--- src/rtl/mem_lsu_pkg.sv ---
// mem_lsu_pkg: shared types and constants for the MEM-stage load/store unit.
//   lsu_state_e     : transaction FSM states
//   BYTE_NUM_B/H/W  : access-size encodings carried on byte_num
//   WB_SEL_LOAD     : write-back select value that marks a load
//   align_off()     : byte offset with the low bits forced to the access size
//   is_misaligned() : half/word access whose offset is not naturally aligned
package mem_lsu_pkg;

  typedef enum logic [1:0] {IDLE, REQ, WAIT, DONE} lsu_state_e;

  localparam logic [3:0] BYTE_NUM_B  = 4'b0001;
  localparam logic [3:0] BYTE_NUM_H  = 4'b0011;
  localparam logic [3:0] BYTE_NUM_W  = 4'b1111;
  localparam logic [1:0] WB_SEL_LOAD = 2'b01;

  function automatic logic [1:0] align_off(input logic [3:0] byte_num, input logic [1:0] off);
    case (byte_num)
      BYTE_NUM_W: align_off = 2'b00;
      BYTE_NUM_H: align_off = {off[1], 1'b0};
      default:    align_off = off;
    endcase
  endfunction

  function automatic logic is_misaligned(input logic [3:0] byte_num, input logic [1:0] off);
    is_misaligned = ((byte_num == BYTE_NUM_H) && off[0]) ||
                    ((byte_num == BYTE_NUM_W) && (off != 2'b00));
  endfunction

endpackage

--- src/rtl/mem_lsu_if.sv ---
// mem_lsu_if: req/gnt/rvalid data-memory bus.
//   master (LSU)   drives req, we, addr (word aligned), be, wdata
//   slave (memory) drives gnt, rvalid, rdata
interface mem_lsu_if #(
  parameter int ADDR_W = 32
);
  logic              req;
  logic              we;
  logic [ADDR_W-1:0] addr;
  logic [3:0]        be;
  logic [31:0]       wdata;
  logic              gnt;
  logic              rvalid;
  logic [31:0]       rdata;

  modport master (output req, we, addr, be, wdata, input gnt, rvalid, rdata);
  modport slave  (input req, we, addr, be, wdata, output gnt, rvalid, rdata);
endinterface

--- src/rtl/mem_lsu_align.sv ---
// mem_lsu_align: combinational lane logic for the LSU.
//   st_byte_num/st_off/st_wdata -> be, lane_wdata (store byte enables and
//                                  lane-replicated store data)
//   ld_byte_num/ld_off/ld_unsigned/rdata -> ld_data (right-aligned, masked,
//                                  sign- or zero-extended load result)
module mem_lsu_align
  import mem_lsu_pkg::*;
(
  input  logic [3:0]  st_byte_num,
  input  logic [1:0]  st_off,
  input  logic [31:0] st_wdata,
  output logic [3:0]  be,
  output logic [31:0] lane_wdata,
  input  logic [3:0]  ld_byte_num,
  input  logic [1:0]  ld_off,
  input  logic        ld_unsigned,
  input  logic [31:0] rdata,
  output logic [31:0] ld_data
);
  localparam int NUM_LANES = 4;

  logic [NUM_LANES-1:0][7:0] lanes;
  logic [31:0]               sh;

  assign be = st_byte_num << st_off;

  // Every lane carries the byte that would land there for any legal offset,
  // so the memory only needs the byte enables to pick the right ones.
  for (genvar i = 0; i < NUM_LANES; i++) begin : g_lane
    assign lanes[i] = (st_byte_num == BYTE_NUM_B) ? st_wdata[7:0] :
                      (st_byte_num == BYTE_NUM_H) ? st_wdata[(i%2)*8 +: 8] :
                                                    st_wdata[i*8 +: 8];
  end
  assign lane_wdata = lanes;

  assign sh = rdata >> {ld_off, 3'b000};

  always_comb begin
    ld_data = sh;
    case (ld_byte_num)
      BYTE_NUM_B: ld_data = {{24{sh[7]  & ~ld_unsigned}}, sh[7:0]};
      BYTE_NUM_H: ld_data = {{16{sh[15] & ~ld_unsigned}}, sh[15:0]};
      default:    ld_data = sh;
    endcase
  end

endmodule

--- src/rtl/mem_lsu.sv ---
// mem_lsu: MEM-stage load/store unit. Runs one req/gnt/rvalid transaction per
// memory op from the EX/MEM register and stalls upstream until it completes.
//   clk_i, synclr_i          : clock, synchronous active-high reset
//   valid_i, wb_sel_i,
//   mem_wren_i, byte_num_i,
//   ld_unsigned_i, addr_i,
//   wdata_i                  : EX/MEM memory-control bundle (held while stalled)
//   dmem                     : data-memory bus (master side)
//   stall_o                  : hold IF..EX/MEM
//   ld_data_o                : extended load result, valid from DONE
//   misalign_o               : misaligned-access trap, present only when
//                              LSU_MISALIGN_TRAP_EN is defined; otherwise the
//                              offending low address bits are forced to zero
module mem_lsu
  import mem_lsu_pkg::*;
#(
  parameter int ADDR_W = 32,
  parameter int DATA_W = 32
) (
  input  logic              clk_i,
  input  logic              synclr_i,
  input  logic              valid_i,
  input  logic [1:0]        wb_sel_i,
  input  logic              mem_wren_i,
  input  logic [3:0]        byte_num_i,
  input  logic              ld_unsigned_i,
  input  logic [ADDR_W-1:0] addr_i,
  input  logic [DATA_W-1:0] wdata_i,
  mem_lsu_if.master         dmem,
  output logic              stall_o,
  output logic [DATA_W-1:0] ld_data_o
`ifdef LSU_MISALIGN_TRAP_EN
  ,
  output logic              misalign_o
`endif
);

  lsu_state_e  state_q, state_d;
  logic        mem_op, mis, req, capture;
  logic [1:0]  off_eff, off_q, st_off;
  logic [3:0]  bn_q, st_bn, be_raw;
  logic        uns_q, we_q;
  logic [31:0] lane_wdata, ld_ext;
  logic [DATA_W-1:0] ld_q;

  assign mem_op  = valid_i && (mem_wren_i || (wb_sel_i == WB_SEL_LOAD));
  assign off_eff = align_off(byte_num_i, addr_i[1:0]);

`ifdef LSU_MISALIGN_TRAP_EN
  logic mis_q;
  assign mis        = mem_op && is_misaligned(byte_num_i, addr_i[1:0]);
  assign misalign_o = mis_q;
`else
  assign mis = 1'b0;
`endif

  always_comb begin
    state_d = state_q;
    req     = 1'b0;
    stall_o = 1'b0;
    capture = 1'b0;
    case (state_q)
      IDLE: if (mem_op) begin
        stall_o = 1'b1;
        if (mis) state_d = DONE;
        else begin
          req = 1'b1;
          if (dmem.gnt) state_d = mem_wren_i ? DONE : WAIT;
          else          state_d = REQ;
        end
      end
      REQ: begin
        stall_o = 1'b1;
        req     = 1'b1;
        if (dmem.gnt) state_d = we_q ? DONE : WAIT;
      end
      WAIT: begin
        stall_o = 1'b1;
        if (dmem.rvalid) begin
          capture = 1'b1;
          state_d = DONE;
        end
      end
      DONE:    state_d = IDLE;
      default: state_d = IDLE;
    endcase
  end

  // Issue cycle uses the live bundle; REQ uses the copy latched at issue.
  assign st_bn  = (state_q == IDLE) ? byte_num_i : bn_q;
  assign st_off = (state_q == IDLE) ? off_eff    : off_q;

  mem_lsu_align u_align (
    .st_byte_num (st_bn),
    .st_off      (st_off),
    .st_wdata    (wdata_i[31:0]),
    .be          (be_raw),
    .lane_wdata  (lane_wdata),
    .ld_byte_num (bn_q),
    .ld_off      (off_q),
    .ld_unsigned (uns_q),
    .rdata       (dmem.rdata),
    .ld_data     (ld_ext)
  );

  assign dmem.req   = req;
  assign dmem.we    = req && ((state_q == IDLE) ? mem_wren_i : we_q);
  assign dmem.be    = req ? be_raw : 4'b0000;
  assign dmem.addr  = {addr_i[ADDR_W-1:2], 2'b00};
  assign dmem.wdata = lane_wdata;
  assign ld_data_o  = ld_q;

  always_ff @(posedge clk_i) begin
    if (synclr_i) begin
      state_q <= IDLE;
      off_q   <= '0;
      bn_q    <= '0;
      uns_q   <= 1'b0;
      we_q    <= 1'b0;
      ld_q    <= '0;
`ifdef LSU_MISALIGN_TRAP_EN
      mis_q   <= 1'b0;
`endif
    end else begin
      state_q <= state_d;
      if (state_q == IDLE && mem_op) begin
        off_q <= off_eff;
        bn_q  <= byte_num_i;
        uns_q <= ld_unsigned_i;
        we_q  <= mem_wren_i;
      end
      if (capture) ld_q <= ld_ext;
`ifdef LSU_MISALIGN_TRAP_EN
      // Trap flag lives exactly for the DONE cycle that follows detection.
      if (state_q == IDLE && mis) begin
        mis_q <= 1'b1;
        ld_q  <= '0;
      end else if (state_q == DONE) begin
        mis_q <= 1'b0;
      end
`endif
    end
  end

endmodule

--- src/flat_wrapper.sv ---
// flat-port wrapper written by rule: the top's interface ports become plain ports
module mem_lsu_flat import mem_lsu_pkg::*;
#(
  parameter int ADDR_W = 32,
  parameter int DATA_W = 32
)
  (clk_i, synclr_i, valid_i, wb_sel_i, mem_wren_i, byte_num_i, ld_unsigned_i, addr_i, wdata_i, stall_o, ld_data_o, dmem_req, dmem_we, dmem_addr, dmem_be, dmem_wdata, dmem_gnt, dmem_rvalid, dmem_rdata);
  mem_lsu_if #(.ADDR_W(ADDR_W)) dmem_i ();
  input  logic clk_i;
  input  logic synclr_i;
  input  logic valid_i;
  input  logic [1:0] wb_sel_i;
  input  logic mem_wren_i;
  input  logic [3:0] byte_num_i;
  input  logic ld_unsigned_i;
  input  logic [ADDR_W-1:0] addr_i;
  input  logic [DATA_W-1:0] wdata_i;
  output logic stall_o;
  output logic [DATA_W-1:0] ld_data_o;
  output wire logic [$bits(dmem_i.req)-1:0] dmem_req;
  output wire logic [$bits(dmem_i.we)-1:0] dmem_we;
  output wire logic [$bits(dmem_i.addr)-1:0] dmem_addr;
  output wire logic [$bits(dmem_i.be)-1:0] dmem_be;
  output wire logic [$bits(dmem_i.wdata)-1:0] dmem_wdata;
  input wire logic [$bits(dmem_i.gnt)-1:0] dmem_gnt;
  input wire logic [$bits(dmem_i.rvalid)-1:0] dmem_rvalid;
  input wire logic [$bits(dmem_i.rdata)-1:0] dmem_rdata;
  assign dmem_req = dmem_i.req;
  assign dmem_we = dmem_i.we;
  assign dmem_addr = dmem_i.addr;
  assign dmem_be = dmem_i.be;
  assign dmem_wdata = dmem_i.wdata;
  assign dmem_i.gnt = dmem_gnt;
  assign dmem_i.rvalid = dmem_rvalid;
  assign dmem_i.rdata = dmem_rdata;
  mem_lsu #(.ADDR_W(ADDR_W), .DATA_W(DATA_W)) u_core (.clk_i(clk_i), .synclr_i(synclr_i), .valid_i(valid_i), .wb_sel_i(wb_sel_i), .mem_wren_i(mem_wren_i), .byte_num_i(byte_num_i), .ld_unsigned_i(ld_unsigned_i), .addr_i(addr_i), .wdata_i(wdata_i), .dmem(dmem_i), .stall_o(stall_o), .ld_data_o(ld_data_o));
endmodule
--- config.mk ---
export PLATFORM = sky130hd
export DESIGN_NAME = mem_lsu_flat
export DESIGN_NICKNAME = d
export VERILOG_FILES = /design/src/rtl/mem_lsu_pkg.sv /design/src/rtl/mem_lsu_if.sv /design/src/rtl/mem_lsu_align.sv /design/src/rtl/mem_lsu.sv /design/src/flat_wrapper.sv
export SDC_FILE = /design/constraint.sdc
export NUM_CORES = 1
export LEC_CHECK = 0
export ABC_AREA = 1
export CAP_MARGIN = 20
export CORE_MARGIN = 3
export CORE_UTILIZATION = 35
export CTS_BUF_LIST = sky130_fd_sc_hd__clkbuf_2
export CTS_CLUSTER_SIZE = 10
export DETAILED_ROUTE_END_ITERATION = 16
export GPL_TIMING_DRIVEN = 1
export PLACE_DENSITY = 0.87
export SYNTH_ARGS = -nofsm -noshare
export SYNTH_HDL_FRONTEND = slang
export SYNTH_SLANG_ARGS = --single-unit
--- constraint.sdc ---
create_clock -name clk_i -period 3.8 [get_ports clk_i]
set_input_delay 0.57 -clock clk_i [delete_from_list [all_inputs] [get_ports clk_i]]
set_output_delay 0.57 -clock clk_i [all_outputs]
set_load 0.01 [all_outputs]
== Word level (Yosys, flattened, before mapping) ==
Cells that the tools add are included.

* Output and inout bits: 103
* Logic and storage cells: 54
* Bits in registers: 42
* Input port bits: 109

* Shift-type cells: 2
* Bitwise operators: 3
* Reductions and logical operators: 7
* Multiplexer cells: 23
* Eq/ne operators: 13

{| class="wikitable"
|+ Operator list
! kind !! count
|-
| one-hot mux 32 bit (2 select lines) || 1
|-
| 2-to-1 mux 8 bit || 5
|-
| right shift 32 x 5 -> 32 bit || 1
|-
| equality test 4 x 2 -> 1 bit (second input constant) || 3
|-
| 2-to-1 mux 2 bit || 5
|-
| equality test 4 x 1 -> 1 bit (second input constant) || 2
|-
| 2-to-1 mux 4 bit || 2
|-
| one-hot mux 2 bit (4 select lines) || 1
|-
| 2-to-1 mux 1 bit || 6
|-
| equality test 2 x 1 -> 1 bit (second input constant) || 2
|-
| equality test 2 bit (second input constant) || 2
|-
| equality test 4 bit (second input constant) || 1
|-
| inequality test 2 bit (second input constant) || 2
|-
| one-hot mux 1 bit (2 select lines) || 2
|-
| one-hot mux 2 bit (2 select lines) || 1
|-
| left shift 4 x 2 -> 4 bit || 1
|-
| logical AND 1 bit || 3
|-
| AND reduction 3 bit || 1
|-
| AND 1 bit || 2
|-
| zero test 2 bit || 1
|-
| inequality test 2 x 1 -> 1 bit (second input constant) || 1
|-
| OR reduction 2 bit || 1
|-
| logical OR 1 bit || 1
|-
| inverter 1 bit || 1
|}

== Depth between registers and ports, before layout ==
* Depth after elaboration: 6
* Depth in mapped cells: 11
* Mapped depth without buffers: 10

== By module ==
A second synthesis with hierarchy kept.

* Cells, all modules: 558
* Area, all modules: 3463.3 µm²

{| class="wikitable"
|+ Modules (own cells, without submodules)
! module !! area each (µm²) !! cells an instance !! instances
|-
| mem_lsu || 2049.5 || 288 || 1
|-
| mem_lsu_align || 1413.9 || 270 || 1
|}

== Worst setup path before layout ==
Ideal clock, no wire load.

* Kind: reg-to-output
* Start: register u_core.state_q[0]
* End: output port dmem_wdata[16]
* Buffers on the path: 2
* Slack: 1.649 ns
* Cell stages (with the launch flop): 8
* Arrival: 1.581 ns
* Path through: dfxtp_1 inv_1 ha_1 buf_6 o21ai_2 nand3_4 buf_6 o21ai_0

* Cells in the longest elaborated chain, start to end: 5
* Elaborated cells on any way between the ends: 6
* Classes of those cells: 2 x eq/ne; 3 x mux; 1 x reduce/logical

{| class="wikitable"
|+ Ends and longest elaborated chain
! item !! RTL line !! source
|-
| from (decl) || mem_lsu.sv:38 || <nowiki>lsu_state_e state_q, state_d;</nowiki>
|-
| from (signal assigned) || mem_lsu.sv:125 || <nowiki>state_q <= state_d;</nowiki>
|-
| zero test 2 bit (*) || mem_lsu.sv:90 || <nowiki>assign st_bn = (state_q == IDLE) ? byte_num_i : bn_q;</nowiki>
|-
| 2-to-1 mux 4 bit (*) || mem_lsu.sv:90 ||
|-
| equality test 4 x 2 -> 1 bit || mem_lsu_align.sv:31 || <nowiki>(st_byte_num == BYTE_NUM_H) ? st_wdata[(i%2)*8 +: 8] :</nowiki>
|-
| 2-to-1 mux 8 bit || mem_lsu_align.sv:31 ||
|-
| 2-to-1 mux 8 bit (*) || mem_lsu_align.sv:30 || <nowiki>assign lanes[i] = (st_byte_num == BYTE_NUM_B) ? st_wdata[7:0] :</nowiki>
|-
| to (decl) || flat_wrapper.sv:24 || <nowiki>output wire logic [$bits(dmem_i.wdata)-1:0] dmem_wdata;</nowiki>
|}

Mark *: on every way between the ends. The rest lies on a longest branch, timed or not.

== Final worst setup path ==
* Start: register u_core.state_q[1]
* End: output port dmem_wdata[29]

Same word-level chain as after synthesis.

==> impl_metrics.py <==
metrics = {
    "grt": {
        "grt.total_usage_pct": 19.6,
        "grt_max_degree": 35,
        "grt_pass1_wl_um": 17900,
        "overflow": 0,
        "antenna_found_initial": 0,
        "grt_pass1_vias": 3795,
    },
    "die": {
        "die-height_um": 104,
        "die_w_um": 104,
        "pin_count": 212,
        "start_util_pct": 37.1,
        "core-area_um2": 8980,
        "dieArea_um2": 10700,
        "rows": 34,
    },
    "worst_setup_path": {
        "worstPathArrival_ns": 2.90,
        "cp-end-kind": "output port",
        "startpoint_type": "flip-flop",
        "cp_max_fo": 17,
        "cp.required_ns": 3.23,
        "crit_type": "flip-flop to output port",
    },
    "yosys": {
        "synth.distinct_cells": 29,
        "ys_seq_elements": 42,
        "syn_area_um2": 3330,
        "synthTopCellsByArea": "dfxtp_1, nand2_1, nor2_1",
        "synth_edf_count": 0,
        "async_flop_share_pct": 0,
        "avgSynthCellArea_um2": 5.87,
        "ys.flop_type": "dfxtp_1",
        "synthCells": 568,
        "yosysTopAreaCellShare_pct": 25.2,
        "ys.warnings.count": 0,
        "yosysTopAreaCell": "dfxtp_1",
        "yosysSeqAreaShare_pct": 25.2,
    },
    "placed_design": {
        "gp_congestion": 0.922,
        "place_inst": 784,
        "hpwl_um": 8650,
        "place_area_um2": 4580,
        "port_buffers": 149,
    },
    "cells_and_area": {
        "final_area_um2": 4630,
        "antenna_cells": 0,
        "instances_no_fill": 793,
        "layout-drive-gt1-share_pct": 4.95,
        "num-nets-final": 779,
        "syn_to_final_growth_pct": 39.1,
        "fin_util_pct": 51.6,
    },
    "power_and_ir_drop": {
        "swShare_pct": 46.5,
        "power_frac_seq_pct": 23.4,
        "power.density_nw_per_um2": 548,
        "combPwrFrac_pct": 69.1,
        "peakVddDrop_v": 0.000220,
        "power_leakage_nw": 2.20,
        "clkPwrFrac_pct": 7.5,
        "internal_power_mw": 1.36,
        "power.net_switching_mw": 1.18,
    },
    "drt": {
        "drt_iter0_drc": 224,
        "drt-vias-per-instance": 4.94,
        "wire_per_inst_um": 13.7,
        "post-route-drc-count": 0,
        "drt-pass1-iter-count": 5,
        "num_vias": 3919,
        "final_antenna_net_count": 0,
        "wl_um": 10900,
    },
    "clock_network": {
        "clkTransAtPathRegs_ns": 0.19,
        "post_cts_buffers": 0,
        "cts-hold-fix-buffers": 0,
        "insertion_delay_ns": 0.41,
        "cts_sinks": 42,
        "h-tree-depth": 2,
        "cts_buffers": 5,
        "cts_max_path_buffers": 2,
        "cts_tree": "done",
        "cts-root-buf": "clkbuf_2",
    },
    "timing": {
        "hold_viol_final": 0,
        "setup_viol_count_final": 0,
        "finClkSkew_ns": 0.0188,
        "slew_viol_final": 0,
        "worstMarginPinSlew_ns": 0.745,
        "max_clock_freq_mhz": 289,
        "fin_crit_sh_pct": 91.2,
        "fin_setup_tns_ns": 0,
        "min_period_ns": 3.47,
        "worst_hold_slack_ns": 0.509,
        "max_slew_margin_pct": 50.3,
        "rsz0062_at_grt": "no",
    },
    "flow_run": {
        "max_cap_viol_count": 0,
    },
    "outcome": {
        "outcome": "complete, no violations",
    },
    "min_path": {
        "hold_class": "flip-flop to flip-flop",
    },
}
layout by cell type (no fill, tap or decap), drive strengths merged, types with 6 or more instances in the layout:
master,synthesis,final
o31ai,7,7
buf,56,6
nand3,53,54
o211ai,7,7
nor2,96,96
inv,60,60
clkbuf,10,6
a21oi,16,16
nand2,168,168
clkdlybuf4s50,0,149
dfxtp,42,42
o21ai,37,37
kinds of logic after synthesis:
group	Yosys count	share of synthesized area (%)
AOI/OAI and AO/OA	72	12.6
adders and majority gates	4	1.50
buffers and inverters	126	20.2
DFF	42	25.2
other	1	0.113
and+or+nand+nor	323	40.4
final cells by class:
cell class | instances | area (um^2)
Fill cell | 901 | 4340
Multi-Input combinational cell | 402 | 1830
Timing Repair Buffer | 155 | 1540
Sequential cell | 42 | 841
Inverter | 60 | 225
Tap cell | 126 | 158
Clock buffer | 6 | 30.0
Clock inverter | 2 | 8.76
path summary, 6_finish.rpt:
kind / startpoint / end / slack, ns / cells after the start
min: u_core.uns_q / u_core.uns_q / 0.51 / 2
max: u_core.state_q[1] / dmem_wdata[29] / 0.33 / 9
min reg2reg: u_core.uns_q / u_core.uns_q / 0.51 / 2
max reg2reg: u_core.state_q[0] / u_core.ld_data_o[25] / 1.33 / 9
critical path, cell delays in order (launching register included):
cell and delay (ns):
dfxtp_1 0.37, inv_1 0.11, ha_2 0.38, inv_2 0.13
o21ai_2 0.26, nand3_4 0.24, nor2_4 0.26, nand2_1 0.11
nand3_1 0.11, clkdlybuf4s50_1 0.54
layer usage:
layer | track usage (%) | routed length (um) | vias to the layer above
met1 | 22.6 | 4420 | 1757
li1 | - | - | 1941
met4 | 5.51 | 197 | 0
met2 | 35.3 | 5320 | 195
met3 | 5.41 | 908 | 26
met5 | 0 | 0 | -
what timing repair did:
item,CTS,global route
setup endpoints to repair,3,23
gates resized for setup,1,1
cloned,0,1
hold endpoints to repair,0,0
synthesized netlist by cell type, types with 2 or more instances:
cell	instances
o21ai_0	27
buf_2	10
buf_4	42
or2_2	2
a21oi_1	16
nand2_2	5
clkbuf_1	10
nand3_1	51
dfxtp_1	42
o21ai_1	7
a211oi_1	4
inv_1	57
inv_2	3
nor2_4	2
o31ai_1	7
nand2_1	163
o211ai_1	7
ha_1	4
buf_6	4
o21ai_2	3
nor2_1	94
stage by stage:
stage | power, mW | setup slack, ns
after floorplan | 1.68 | 1.65
after global placement | 2.29 | 0.517
after detailed placement | 2.33 | 0.406
after CTS | 2.53 | 0.0355
after global routing | 2.76 | 0.0712
final | 2.54 | 0.334
flip-flops by register name, summed over array words and instances (netlist names):
name and flops:
u_core.ld_data_o 32, u_core.bn_q 4, u_core.off_q 2, u_core.state_q 2
u_core.uns_q 1, u_core.we_q 1
power groups by stage:
stage,Clock (mW),Sequential (mW),Combinational [mW]
after CTS,0.196,0.595,1.74
after global placement,0,0.601,1.69
final,0.190,0.594,1.76
after detailed placement,0,0.604,1.73
after global routing,0.212,0.608,1.94
after floorplan,0,0.630,1.05
No activity file was read; power rests on OpenSTA's default activity.
